==> src/rtl/row_sync_pkg.sv <==
// rtl/row_sync_pkg.sv - shared state/op-kind types for the row sync engine
package row_sync_pkg;

    typedef enum logic [2:0] {
        IDLE,
        WB_RD,
        WB_CAP,
        WB_SEND,
        FILL_REQ,
        FILL_WAIT,
        FILL_WR,
        DONE
    } state_t;

    typedef enum logic {
        OP_WB,
        OP_FILL
    } op_kind_t;

    localparam int unsigned PERF_WIDTH = 32;

endpackage

==> src/rtl/sync_perf_ctr.sv <==
// rtl/sync_perf_ctr.sv - saturating completion counter with synchronous clear
module sync_perf_ctr
    import row_sync_pkg::*;
(
    input  logic                  clk,
    input  logic                  clear,
    input  logic                  inc,
    output logic [PERF_WIDTH-1:0] count
);

    always_ff @(posedge clk) begin
        if (clear) begin
            count <= '0;
        end else if (inc && (count != '1)) begin
            count <= count + 1'b1;
        end
    end

endmodule

==> src/rtl/row_sync_engine.sv <==
// rtl/row_sync_engine.sv - row writeback/fill mover between emulation array and backing memory
// Optional SYNC_PERF_EN adds saturating wb_count/fill_count outputs.
module row_sync_engine
    import row_sync_pkg::*;
#(
    parameter int CHWIDTH   = 6,
    parameter int ADDRWIDTH = 17,
    parameter int COLWIDTH  = 10,
    parameter int DWIDTH    = 64
) (
    input  logic                          clk,
    input  logic                          rst,
    input  logic                          wb_req,
    input  logic                          fill_req,
    input  logic [CHWIDTH-1:0]            ch_row,
    input  logic [ADDRWIDTH-1:0]          mem_row,
    output logic                          busy,
    output logic                          sync,
    output logic                          ch_rd_en,
    output logic                          ch_wr_en,
    output logic [CHWIDTH+COLWIDTH-1:0]   ch_addr,
    output logic [DWIDTH-1:0]             ch_wdata,
    input  logic [DWIDTH-1:0]             ch_rdata,
    output logic                          bk_valid,
    input  logic                          bk_ready,
    output logic                          bk_we,
    output logic [ADDRWIDTH+COLWIDTH-1:0] bk_addr,
    output logic [DWIDTH-1:0]             bk_wdata,
    input  logic                          bk_rvalid,
    input  logic [DWIDTH-1:0]             bk_rdata
`ifdef SYNC_PERF_EN
    ,
    output logic [PERF_WIDTH-1:0]         wb_count,
    output logic [PERF_WIDTH-1:0]         fill_count
`endif
);

    state_t               state;
    logic [CHWIDTH-1:0]   ch_row_q;
    logic [ADDRWIDTH-1:0] mem_row_q;
    logic [COLWIDTH-1:0]  beat;
    logic [COLWIDTH-1:0]  beat_nxt;
    logic                 last_beat;

    assign beat_nxt  = beat + 1'b1;
    assign last_beat = &beat;

`ifdef SYNC_PERF_EN
    op_kind_t op_q;
`endif

    always_ff @(posedge clk) begin
        if (rst) begin
            state     <= IDLE;
            ch_row_q  <= '0;
            mem_row_q <= '0;
            beat      <= '0;
            busy      <= 1'b0;
            sync      <= 1'b0;
            ch_rd_en  <= 1'b0;
            ch_wr_en  <= 1'b0;
            ch_addr   <= '0;
            ch_wdata  <= '0;
            bk_valid  <= 1'b0;
            bk_we     <= 1'b0;
            bk_addr   <= '0;
            bk_wdata  <= '0;
`ifdef SYNC_PERF_EN
            op_q      <= OP_WB;
`endif
        end else begin
            sync     <= 1'b0;
            ch_rd_en <= 1'b0;
            ch_wr_en <= 1'b0;
            case (state)
                // Writeback has priority; a simultaneous fill stays pending until the next IDLE.
                IDLE: begin
                    if (wb_req) begin
                        ch_row_q  <= ch_row;
                        mem_row_q <= mem_row;
                        beat      <= '0;
                        busy      <= 1'b1;
                        ch_rd_en  <= 1'b1;
                        ch_addr   <= {ch_row, {COLWIDTH{1'b0}}};
                        state     <= WB_RD;
`ifdef SYNC_PERF_EN
                        op_q      <= OP_WB;
`endif
                    end else if (fill_req) begin
                        ch_row_q  <= ch_row;
                        mem_row_q <= mem_row;
                        beat      <= '0;
                        busy      <= 1'b1;
                        bk_valid  <= 1'b1;
                        bk_we     <= 1'b0;
                        bk_addr   <= {mem_row, {COLWIDTH{1'b0}}};
                        state     <= FILL_REQ;
`ifdef SYNC_PERF_EN
                        op_q      <= OP_FILL;
`endif
                    end
                end
                WB_RD: begin
                    state <= WB_CAP;
                end
                WB_CAP: begin
                    bk_wdata <= ch_rdata;
                    bk_valid <= 1'b1;
                    bk_we    <= 1'b1;
                    bk_addr  <= {mem_row_q, beat};
                    state    <= WB_SEND;
                end
                WB_SEND: begin
                    if (bk_ready) begin
                        bk_valid <= 1'b0;
                        bk_we    <= 1'b0;
                        beat     <= beat_nxt;
                        if (last_beat) begin
                            sync  <= 1'b1;
                            state <= DONE;
                        end else begin
                            ch_rd_en <= 1'b1;
                            ch_addr  <= {ch_row_q, beat_nxt};
                            state    <= WB_RD;
                        end
                    end
                end
                FILL_REQ: begin
                    if (bk_ready) begin
                        bk_valid <= 1'b0;
                        state    <= FILL_WAIT;
                    end
                end
                FILL_WAIT: begin
                    if (bk_rvalid) begin
                        ch_wdata <= bk_rdata;
                        ch_wr_en <= 1'b1;
                        ch_addr  <= {ch_row_q, beat};
                        state    <= FILL_WR;
                    end
                end
                FILL_WR: begin
                    beat <= beat_nxt;
                    if (last_beat) begin
                        sync  <= 1'b1;
                        state <= DONE;
                    end else begin
                        bk_valid <= 1'b1;
                        bk_addr  <= {mem_row_q, beat_nxt};
                        state    <= FILL_REQ;
                    end
                end
                DONE: begin
                    busy  <= 1'b0;
                    state <= IDLE;
                end
                default: begin
                    state <= IDLE;
                end
            endcase
        end
    end

`ifdef SYNC_PERF_EN
    sync_perf_ctr u_wb_ctr (
        .clk   (clk),
        .clear (rst),
        .inc   (sync && (op_q == OP_WB)),
        .count (wb_count)
    );

    sync_perf_ctr u_fill_ctr (
        .clk   (clk),
        .clear (rst),
        .inc   (sync && (op_q == OP_FILL)),
        .count (fill_count)
    );
`endif

endmodule
==> config.mk <==
export PLATFORM = sky130hd
export DESIGN_NAME = row_sync_engine
export DESIGN_NICKNAME = d
export VERILOG_FILES = /design/src/rtl/row_sync_pkg.sv /design/src/rtl/sync_perf_ctr.sv /design/src/rtl/row_sync_engine.sv
export SDC_FILE = /design/constraint.sdc
export NUM_CORES = 1
export LEC_CHECK = 0
export CORE_MARGIN = 1
export CORE_UTILIZATION = 40
export DETAILED_ROUTE_END_ITERATION = 8
export GPL_TIMING_DRIVEN = 0
export PLACE_DENSITY = 0.8
export SETUP_SLACK_MARGIN = 0.1
export SLEW_MARGIN = 20
export SYNTH_ARGS = -nofsm -noshare
export SYNTH_HDL_FRONTEND = slang
export SYNTH_SLANG_ARGS = --single-unit
export TNS_END_PERCENT = 10
==> constraint.sdc <==
create_clock -name clk -period 3 [get_ports clk]
set_input_delay 0.3 -clock clk [delete_from_list [all_inputs] [get_ports clk]]
set_output_delay 0.3 -clock clk [all_outputs]
set_load 0.01 [all_outputs]
**Word-level counts from Yosys, hierarchy flattened**

Index checks and enable logic that the tools add are counted.

- Register bits: 213
- Output and inout bits: 177
- Logic and storage cells: 96

- $add $sub $neg: 1
- Equality and inequality tests: 17
- Multiplexer cells: 43
- Bitwise operators: 1
- Reduce and logical (&&, ||, !) cells: 20

Operators with widths:

| operator | count |
|---|---|
| 27-bit 2-to-1 mux | 3 |
| 27-bit case mux with 3 select lines | 1 |
| 16-bit 2-to-1 mux | 4 |
| 16-bit case mux with 3 select lines | 1 |
| 17-bit 2-to-1 mux | 2 |
| 10-bit 2-to-1 mux | 3 |
| 10-bit case mux with 3 select lines | 1 |
| 3-bit case mux with 8 select lines | 1 |
| 3-bit 2-to-1 mux | 6 |
| 2-bit inequality test, second input constant | 8 |
| 1-bit 2-to-1 mux | 13 |
| 3-bit == test, second input constant | 4 |
| 6-bit 2-to-1 mux | 2 |
| 4-bit AND reduction | 3 |
| 3-bit nonzero test | 4 |
| 10-bit by 1-bit adder with 10-bit output, second input constant | 1 |
| 10-bit AND reduction | 1 |
| 5-bit AND reduction | 2 |
| 3-bit by 2-bit == test with 1-bit output, second input constant | 2 |
| 1-bit case mux with 2 select lines | 3 |
| 2-bit AND reduction | 3 |
| 1-bit case mux with 4 select lines | 1 |
| 2-bit nonzero test | 2 |
| 4-bit nonzero test | 1 |
| other kinds (9) | 10 |

**Depth between registers and ports, before layout**

Gate-level depths: netlist of run 1.

- Depth after elaboration: 4
- Depth in mapped cells: 8

**Worst setup path after synthesis of run 1**

Ideal clock, no wire load.

- Path type: register to register
- From: register beat[1]
- To: register state[0]
- Setup time: 0.074 ns
- Data arrival time: 1.754 ns
- Required time: 2.926 ns
- Path slack: 1.171 ns
- Cell stages (with the launch flop): 8
- Path buffers: 2
- Path through: dfxtp_1 ha_1 buf_2 and2_1 clkbuf_1 nand4_1 a211o_1 a31oi_1

- Longest elaborated chain between the ends: 3

RTL lines:

| element | line | source |
|---|---|---|
| from (decl) | row_sync_engine.sv:41 | `logic [COLWIDTH-1:0] beat;` |
| from (signal assigned) | row_sync_engine.sv:117 | `beat <= beat_nxt;` |
| from (signal assigned) | row_sync_engine.sv:143 | `beat <= beat_nxt;` |
| 10-bit AND reduction | row_sync_engine.sv:46 | `assign last_beat = &beat;` |
| 2-bit 2-to-1 mux | row_sync_engine.sv:144 | `if (last_beat) begin` |
| 3-bit case mux with 8 select lines | row_sync_engine.sv:75 | `case (state)` |
| to (signal assigned) | row_sync_engine.sv:54 | `state <= IDLE;` |
| to (signal assigned) | row_sync_engine.sv:146 | `state <= DONE;` |
| to (signal assigned) | row_sync_engine.sv:150 | `state <= FILL_REQ;` |
| to (decl) | row_sync_engine.sv:38 | `state_t state;` |

No other way between the ends.
A chain may end at the register's enable or synchronous reset.

**Final worst setup path of run 1**

- From: register beat[1]
- To: register state[2]

- Longest elaborated chain between the ends: 4

RTL lines:

| element | line | source |
|---|---|---|
| 10-bit AND reduction | row_sync_engine.sv:46 |  |
| 3-bit 2-to-1 mux | row_sync_engine.sv:118 | `if (last_beat) begin` |
| 3-bit 2-to-1 mux | row_sync_engine.sv:114 | `if (bk_ready) begin` |
| 3-bit case mux with 8 select lines | row_sync_engine.sv:75 |  |
| to (signal assigned) | row_sync_engine.sv:54 |  |
| to (signal assigned) | row_sync_engine.sv:120 | `state <= DONE;` |
| to (signal assigned) | row_sync_engine.sv:124 | `state <= WB_RD;` |

No other way between the ends. The select of a mux whose other input is x is not followed.

==> results of run 1 <==
==> synth_stat cells, drive strengths merged (2+ instances only) <==
| master | n |
|---|---|
| or4 | 6 |
| and3 | 4 |
| a211o | 2 |
| xor2 | 2 |
| nand3b | 4 |
| xnor2 | 5 |
| nand2b | 8 |
| a31oi | 7 |
| o21ai | 28 |
| or3 | 4 |
| inv | 7 |
| buf | 39 |
| a211oi | 4 |
| a311oi | 36 |
| and2 | 2 |
| nor2 | 18 |
| nand3 | 13 |
| nand4 | 8 |
| o21a | 2 |
| a21oi | 208 |
| o22ai | 2 |
| o2111ai | 2 |
| dfxtp | 213 |
| nand2 | 366 |
| a32o | 2 |
| nor3b | 2 |
| nor4 | 3 |
| nor3 | 9 |
| clkbuf | 53 |
==> area by class of cell <==
type	count	area, um2	share of cell area, %
antenna	1	2.502	0.01924
tap	270	337.8	2.597
inverter	7	26.28	0.2020
buffer	92	407.9	3.136
clock inverter	6	105.1	0.8081
multi-input combinational	764	3799	29.21
sequential	213	4264	32.79
timing repair buffer	333	3333	25.63
clock buffer	37	730.7	5.618
==> worst paths after layout <==
path	from	to	slack, ps
hold / removal	bk_rdata[4]	ch_wdata[4]	330
setup reg to reg	beat[1]	state[2]	510
hold reg to reg	ch_wdata[35]	ch_wdata[35]	450
setup / recovery	beat[1]	state[2]	510
==> report_power, final <==
part	internal, uW	switching [uW]	leakage (uW)	total [uW]
clock network	1920	1180	0.000412	3100
logic	1300	1610	0.00232	2910
registers	3250	226	0.00173	3480
total	6480	3010	0.00446	9490
==> registers in the layout, summed over array words and instances, names as in the netlist <==
name and count:
mem_row_q 17, bk_wdata 64, ch_rd_en 1, state 3
ch_addr 16, busy 1, sync 1, beat 10
ch_wr_en 1, ch_wdata 64, bk_valid 1, bk_addr 27
ch_row_q 6, bk_we 1
==> placed cells by master, fill, tap and decap left out, types with 3 or more instances in the layout <==
cell | netlist | routed
nand2_1 | 366 | 366
clkdlybuf4s50_1 | 0 | 333
dfxtp_1 | 213 | 213
a21oi_1 | 207 | 207
clkbuf_1 | 53 | 59
a311oi_1 | 28 | 28
o21ai_0 | 27 | 27
buf_2 | 26 | 26
clkbuf_16 | 0 | 25
nor2_1 | 16 | 16
nand3_1 | 13 | 13
nand2b_1 | 8 | 8
nand4_1 | 8 | 8
a311oi_2 | 8 | 8
buf_1 | 7 | 7
a31oi_1 | 7 | 7
nor3_1 | 7 | 7
or4_1 | 6 | 6
inv_1 | 6 | 6
clkbuf_8 | 0 | 6
xnor2_1 | 5 | 5
buf_4 | 4 | 4
and3_1 | 4 | 4
or3_1 | 4 | 4
a211oi_1 | 4 | 4
nand3b_1 | 3 | 3
clkinv_2 | 0 | 3
bufinv_16 | 0 | 3
==> worst register-to-register path, delay by kind of cell (launching register included) <==
kind / cells / cell delay [ps]
flops: 1 / 450
fa+ha+maj: 1 / 220
compound gates: 2 / 580
buf+inv: 2 / 480
simple gates: 2 / 650
==> metrics by stage <==
stage	total power, uW	cell area [um2]	util [%]	hold slack, ps	setup slack, ps
after global routing	9946	13010	63.26	326.7	461.5
after global placement	6361	12170	59.18	440.9	596.0
after floorplan	5059	8497	-	436.0	1171
after CTS	9531	13000	63.25	310.8	618.9
final	9489	13010	63.26	328.1	505.5
after detailed placement	6416	12170	59.18	445.6	578.2
==> metal layers <==
metal / global-route usage (%) / routed length (um) / vias up
li1: - / - / 4395
met1: 32.73 / 12090 / 4205
met2: 46.77 / 14990 / 344
met3: 6.451 / 2334 / 74
met4: 11.80 / 1260 / 0
met5: 0 / 0 / -
==> cell families (layout without fill, tap and decap cells) <==
family	after synthesis	in the layout
buffers and inverters	99	475
XOR/XNOR	7	7
multiplexers	2	2
other	0	1
adder cells (fa/ha/maj)	1	1
AO/OA/AOI/OAI	303	303
flip-flops	213	213
AND/OR/NAND/NOR	451	451
==> impl_results.md, run 1 <==
* Max-Cap Viols at 0
* Vias/cell at between 5 and 6
* Tmin final at 2494 ps
* Crit-path slowest cell: nand4_1
* Unrepaired setup endpoints after global routing: false
* CTS resizes at 0
* Die Area at around 0.022 mm2
* Die X at 147.7 um
* Die H at ~150 um
* Synth async-reset ratio at 0%
* RD Place Congestion at 0.9509
* Layout Cells excl Fill at 1723
* Slew Limit Fails at 0
* Clk slew on worst S/H paths at around 60 ps
* Synth area leader: dfxtp_1
* DRT antenna net count at 0
* Final Hold Fails at 0
* Num rows at 52
* Port Buf Inserts at between 300 and 400
* Post-CTS Hold Buffers at 0
* Unique cell type count in the Yosys netlist at 59
* Syn_area_per_cell at a little under 8 um2
* Worst Hold Class: in2reg
* CP Class: reg2reg
* Clk_skew at between 8 and 9 ps
* Final setup violation count at 0
* P_leak at ~0.0045 uW
* Top post-synthesis cells by area: dfxtp_1 (50%), nand2_1 (16%), a21oi_1 (12%)
* Clock root cell: clkbuf_16
* Routed via count at 9018
* Crit end category: flip-flop
* Area Overhead vs Synth at 53.07%
* CP required at 3410 ps
* Compound-Gate Fraction of Synth Area at a little over a fifth
* Largest delay share family, worst path: simple AND/OR/NAND/NOR gates
* Drt first pass iters at 7
* Max_slew headroom at ~50%
* CP Cell Sequence: ha_1, buf_2, and2_1, clkbuf_1, nand4_1, o22a_1, o41ai_1
* CTS Buffer Depth at 3
* Stages on the worst setup path at 7
* Gr usage total at a little over a quarter
* Layout cells sized above 1 at between 6 and 7%
* Aggregate negative setup slack at 0 ps
* Vias in the first global route at 8745
* TritonCTS clock tree: built
* Worst slew pin tran at 743.0 ps
* Synth warn at 0
* Top-level port count at about 330
* Peak supply drop at about 0.58 mV
* Synth Net Count at between 1000 and 1500
* Number of synthesized flops with an enable pin at 0
* Initial DRC count at around 570
* Worst setup SP type: flip-flop
* CTS Sinks at around 210
* Wire per inst at roughly 18 um
* Fill cells at about 1800
* Nets at around 1600
* Post-CTS setup buffers at 0
* Max H-tree Level at 1
* Max Clk Rate at 400.9 MHz
* Worst path max stage delay at roughly 500 ps
* Initial Util at between 40% and 50%
* Crit path max fanout at 10
* Synthesized flop and latch total at between 200 and 250
* PD cells at about 730 mW/mm2
* Register area share after synthesis at between 50% and 60%
* Cells on Worst Hold Path at 3
* Xor and xnor area share after synthesis at less than 1%
* DRC viols at 0
* Mapped cell area at 0.008497 mm2
* Global-route wire length before repair at ~47000 um
* Buf+Inv Stages, Crit Path at 2
* Adder-cell share of the synthesized area at less than 1%
* Largest net degree at the start of global routing at 13
* Gate count after technology mapping at ~1100
* Simple-gate portion of the synthesized area at ~22%
* Dpl cells at 1679
* Worst Path Arrival at ~2900 ps
* Final period util at 83.15%
* R2R cell count at 7
* Top cell type's share of synthesized area at between 50% and 60%
* Num CTS Buffers at 24
* Core Box Area at a little over 0.02 mm2
* Grt ovf at 0
* Hpwl dp at between 20000 and 25000 um
* Initial antenna violation count at 1
* Status: finished clean
* Post-synth top flop: dfxtp_1
* Worst-Skew Late Latency at 510 ps
* Largest family of logic cells by synthesized area: simple AND/OR/NAND/NOR gates
* Mux contribution to synthesized area at less than 1%
* Final WL at around 30000 um
Power figures use the tool's default switching activity.
==> run 2, diff against run 1 <==
==> constraint.sdc (replaced) <==
create_clock -name clk -period 2.4 [get_ports clk]
set_input_delay 0.24 -clock clk [delete_from_list [all_inputs] [get_ports clk]]
set_output_delay 0.24 -clock clk [all_outputs]
set_load 0.01 [all_outputs]
==> run 2 against run 1 <==
Against the previous run: flip-flop and latch count unchanged; first-iteration DRC count down 4.6%; maximum frequency rose by 14%; combinational power grew 25%; sequential power rose by 25%; clock-buffer cell count stayed put; sequential share of layout area shrank 0.098 points; worst setup slack got worse by 300 ps; non-clock buffer count rose by 4; wire length increased by 0.29%; largest cell class unchanged; highest routed layer unchanged.
==> impl_results.md, run 2 (same netlist as run 1, synthesis figures left out) <==
* Status: finished clean (unchanged)
* Final setup violation count at 0 (unchanged)
* Die X at 147.7 um (unchanged)
* FF-to-FF End: bk_addr[20] (was state[2])
* Worst-Skew Late Latency at 510 ps (about the same)
* Gr usage total at 27.41% (was 27.36%)
* DRC viols at 0 (unchanged)
* DRT antenna net count at 0 (unchanged)
* Port Buf Inserts at 333 (unchanged)
* Pre-CTS WS at 33.03 ps (was 578.2 ps)
* Final period util at 91.29% (was 83.15%)
* Most common cell after layout, fill and taps aside: nand2_1 (unchanged)
* Tmin final at 2191 ps (was 2494 ps)
* Global-route wire length before repair at 47120 um (was 47010 um)
* Initial antenna violation count at 1 (unchanged)
* Slew Limit Fails at 0 (unchanged)
* Grt ovf at 0 (unchanged)
* Num CTS Buffers at 24 (unchanged)
* Crit path max fanout at 10 (unchanged)
* Final WL at 30760 um (was 30670 um)
* Routed via count at 9026 (was 9018)
* Core Box Area at 0.02056 mm2 (unchanged)
* Register area at 0.004264 mm2 (unchanged)
* Fin worst setup slack at 209.1 ps (was 505.5 ps)
* Buf+Inv Stages, Crit Path at 2 (unchanged)
* Hpwl dp at 22730 um (unchanged)
* CTS Sinks at 213 (unchanged)
* CP Cell Sequence: ha_1, buf_2, and3_1, nand4_1, buf_1, a21oi_1, a311oi_2 (was ha_1, buf_2, and2_1, clkbuf_1, nand4_1, o22a_1, o41ai_1)
* Layout Cells excl Fill at 1727 (was 1723)
* Num rows at 52 (unchanged)
* Initial DRC count at 545 (was 571)
* Worst path max stage delay at 500 ps (about the same)
* R2R cell count at 7 (unchanged)
* Vias in the first global route at 8741 (was 8745)
* Largest delay share family, worst path: buffers and inverters (was simple AND/OR/NAND/NOR gates)
* Max H-tree Level at 1 (unchanged)
* Post-CTS Hold Buffers at 0 (unchanged)
* Max_slew headroom at 51.00% (was 50.47%)
* Crit-path slowest cell: buf_1 (was nand4_1)
* PD cells at 909.6 mW/mm2 (was 729.6 mW/mm2)
* Multi-input gate area at 0.003806 mm2 (was 0.003799 mm2)
* Final Hold Fails at 0 (unchanged)
* Worst Hold Class: in2reg (unchanged)
* CTS Buffer Depth at 3 (unchanged)
* Dpl cells at 1679 (unchanged)
* Peak supply drop at 0.7309 mV (was 0.5847 mV)
* Biggest registers after layout: bk_wdata x64, ch_wdata x64, bk_addr x27 (unchanged)
* Reg2reg start: beat[1] (unchanged)
* Clock root cell: clkbuf_16 (unchanged)
* TritonCTS clock tree: built (unchanged)
* Top-level port count at 334 (unchanged)
* CP startpoint: beat[1] (unchanged)
* Vias/cell at 5.226 (was 5.234)
* Max Clk Rate at 456.4 MHz (was 400.9 MHz)
* Initial Util at 41.33% (unchanged)
* Clk slew on worst S/H paths at 60 ps (about the same)
* Commonest non-fill, non-tap cells in the layout: nand2_1 (365), clkdlybuf4s50_1 (333), dfxtp_1 (213) (was nand2_1 (366), clkdlybuf4s50_1 (333), dfxtp_1 (213))
* Reg-to-reg slack, setup at 210 ps (was 510 ps)
* Nets at 1597 (was 1593)
* Die Area at 0.02183 mm2 (unchanged)
* Worst Path Arrival at 2620 ps (was 2900 ps)
* Crit end category: flip-flop (unchanged)
* Worst setup SP type: flip-flop (unchanged)
* Worst setup endpoint: bk_addr[20] (was state[2])
* P_leak at 0.004481 uW (was 0.004457 uW)
* Unrepaired setup endpoints after global routing: true (was false)
* Fill cells at 1767 (was 1776)
* RD Place Congestion at 0.9509 (unchanged)
* Largest net degree at the start of global routing at 13 (unchanged)
* Stages on the worst setup path at 7 (unchanged)
* Area Overhead vs Synth at 53.53% (was 53.07%)
* Worst slew pin tran at 735.0 ps (was 743.0 ps)
* CP required at 2820 ps (was 3410 ps)
* CP Class: reg2reg (unchanged)
* Aggregate negative setup slack at 0 ps (unchanged)
* Layout cells sized above 1 at 6.662% (was 6.267%)
* Utilization after layout at 63.45% (was 63.26%)
* Drt first pass iters at 5 (was 7)
* Die H at 147.7 um (unchanged)
* Wire per inst at 17.81 um (was 17.80 um)
* Max-Cap Viols at 0 (unchanged)
* Total design power at 11870 uW (was 9489 uW)
* Clk_skew at 7.826 ps (was 8.066 ps)
[run 2: cell types whose count changed in the layout (fill, tap and decap cells not counted)]
cell      delta
nand2_2      +1
nand2_1      -1
buf_4        +4
nor2_4       +1
clkbuf_2     +1
clkbuf_1     -1
nor2_2       -1
[run 2: cell type report]
class | instances | share of cell area [%]
tap | 270 | 2.590
inverter | 7 | 0.2014
sequential | 213 | 32.69
multi-input combinational | 764 | 29.18
antenna | 1 | 0.01918
clock inverter | 6 | 0.8057
clock buffer | 37 | 5.601
buffer | 92 | 3.136
timing repair buffer | 337 | 25.78
[run 2: worst min-delay path, cell delays in order]
cell	delay [ps]
clkdlybuf4s50_1	390
nand2_1	50
a21oi_1	50
[run 2: worst min-delay path by stage]
| stage | from | end | slack [ps] | depth (start not counted) |
|---|---|---|---|---|
| 2_1_floorplan | ch_row[0] | ch_row_q[0] | 380 | 2 |
| 3_3_place_gp | ch_wdata[39] | ch_wdata[39] | 440 | 2 |
| 3_5_place_dp | bk_wdata[15] | bk_wdata[15] | 450 | 2 |
| 4_1_cts | bk_rdata[4] | ch_wdata[4] | 250 | 3 |
| 5_1_grt | bk_rdata[4] | ch_wdata[4] | 270 | 3 |
| 6_report | bk_rdata[4] | ch_wdata[4] | 270 | 3 |
[run 2: what timing repair did]
item,4_1_cts,5_1_grt
endpoints found under the setup margin,4,139
pin swaps,1,1
buffers inserted,2,2
gates resized for setup,0,4
[run 2: metal layers]
metal | share of wire (%) | vias to the layer above | wire [um] | GRT usage [%]
met2 | 49 | 364 | 15080 | 46.89
li1 | - | 4408 | - | -
met3 | 7.6 | 75 | 2333 | 6.451
met4 | 4.0 | 0 | 1224 | 11.60
met1 | 39 | 4179 | 12130 | 32.87
met5 | 0 | - | 0 | 0
[run 2: report_power, final]
group | switching (uW) | internal (uW)
logic | 2020 | 1630
clock network | 1470 | 2410
registers | 284 | 4060
[run 2: through the flow]
step | hold WS, ps | instance area (um2)
after CTS | 250.8 | 13020
after global placement | 440.9 | 12170
after global routing | 266.7 | 13050
after detailed placement | 445.6 | 12170
final | 267.5 | 13050
after floorplan | 376.0 | 8497
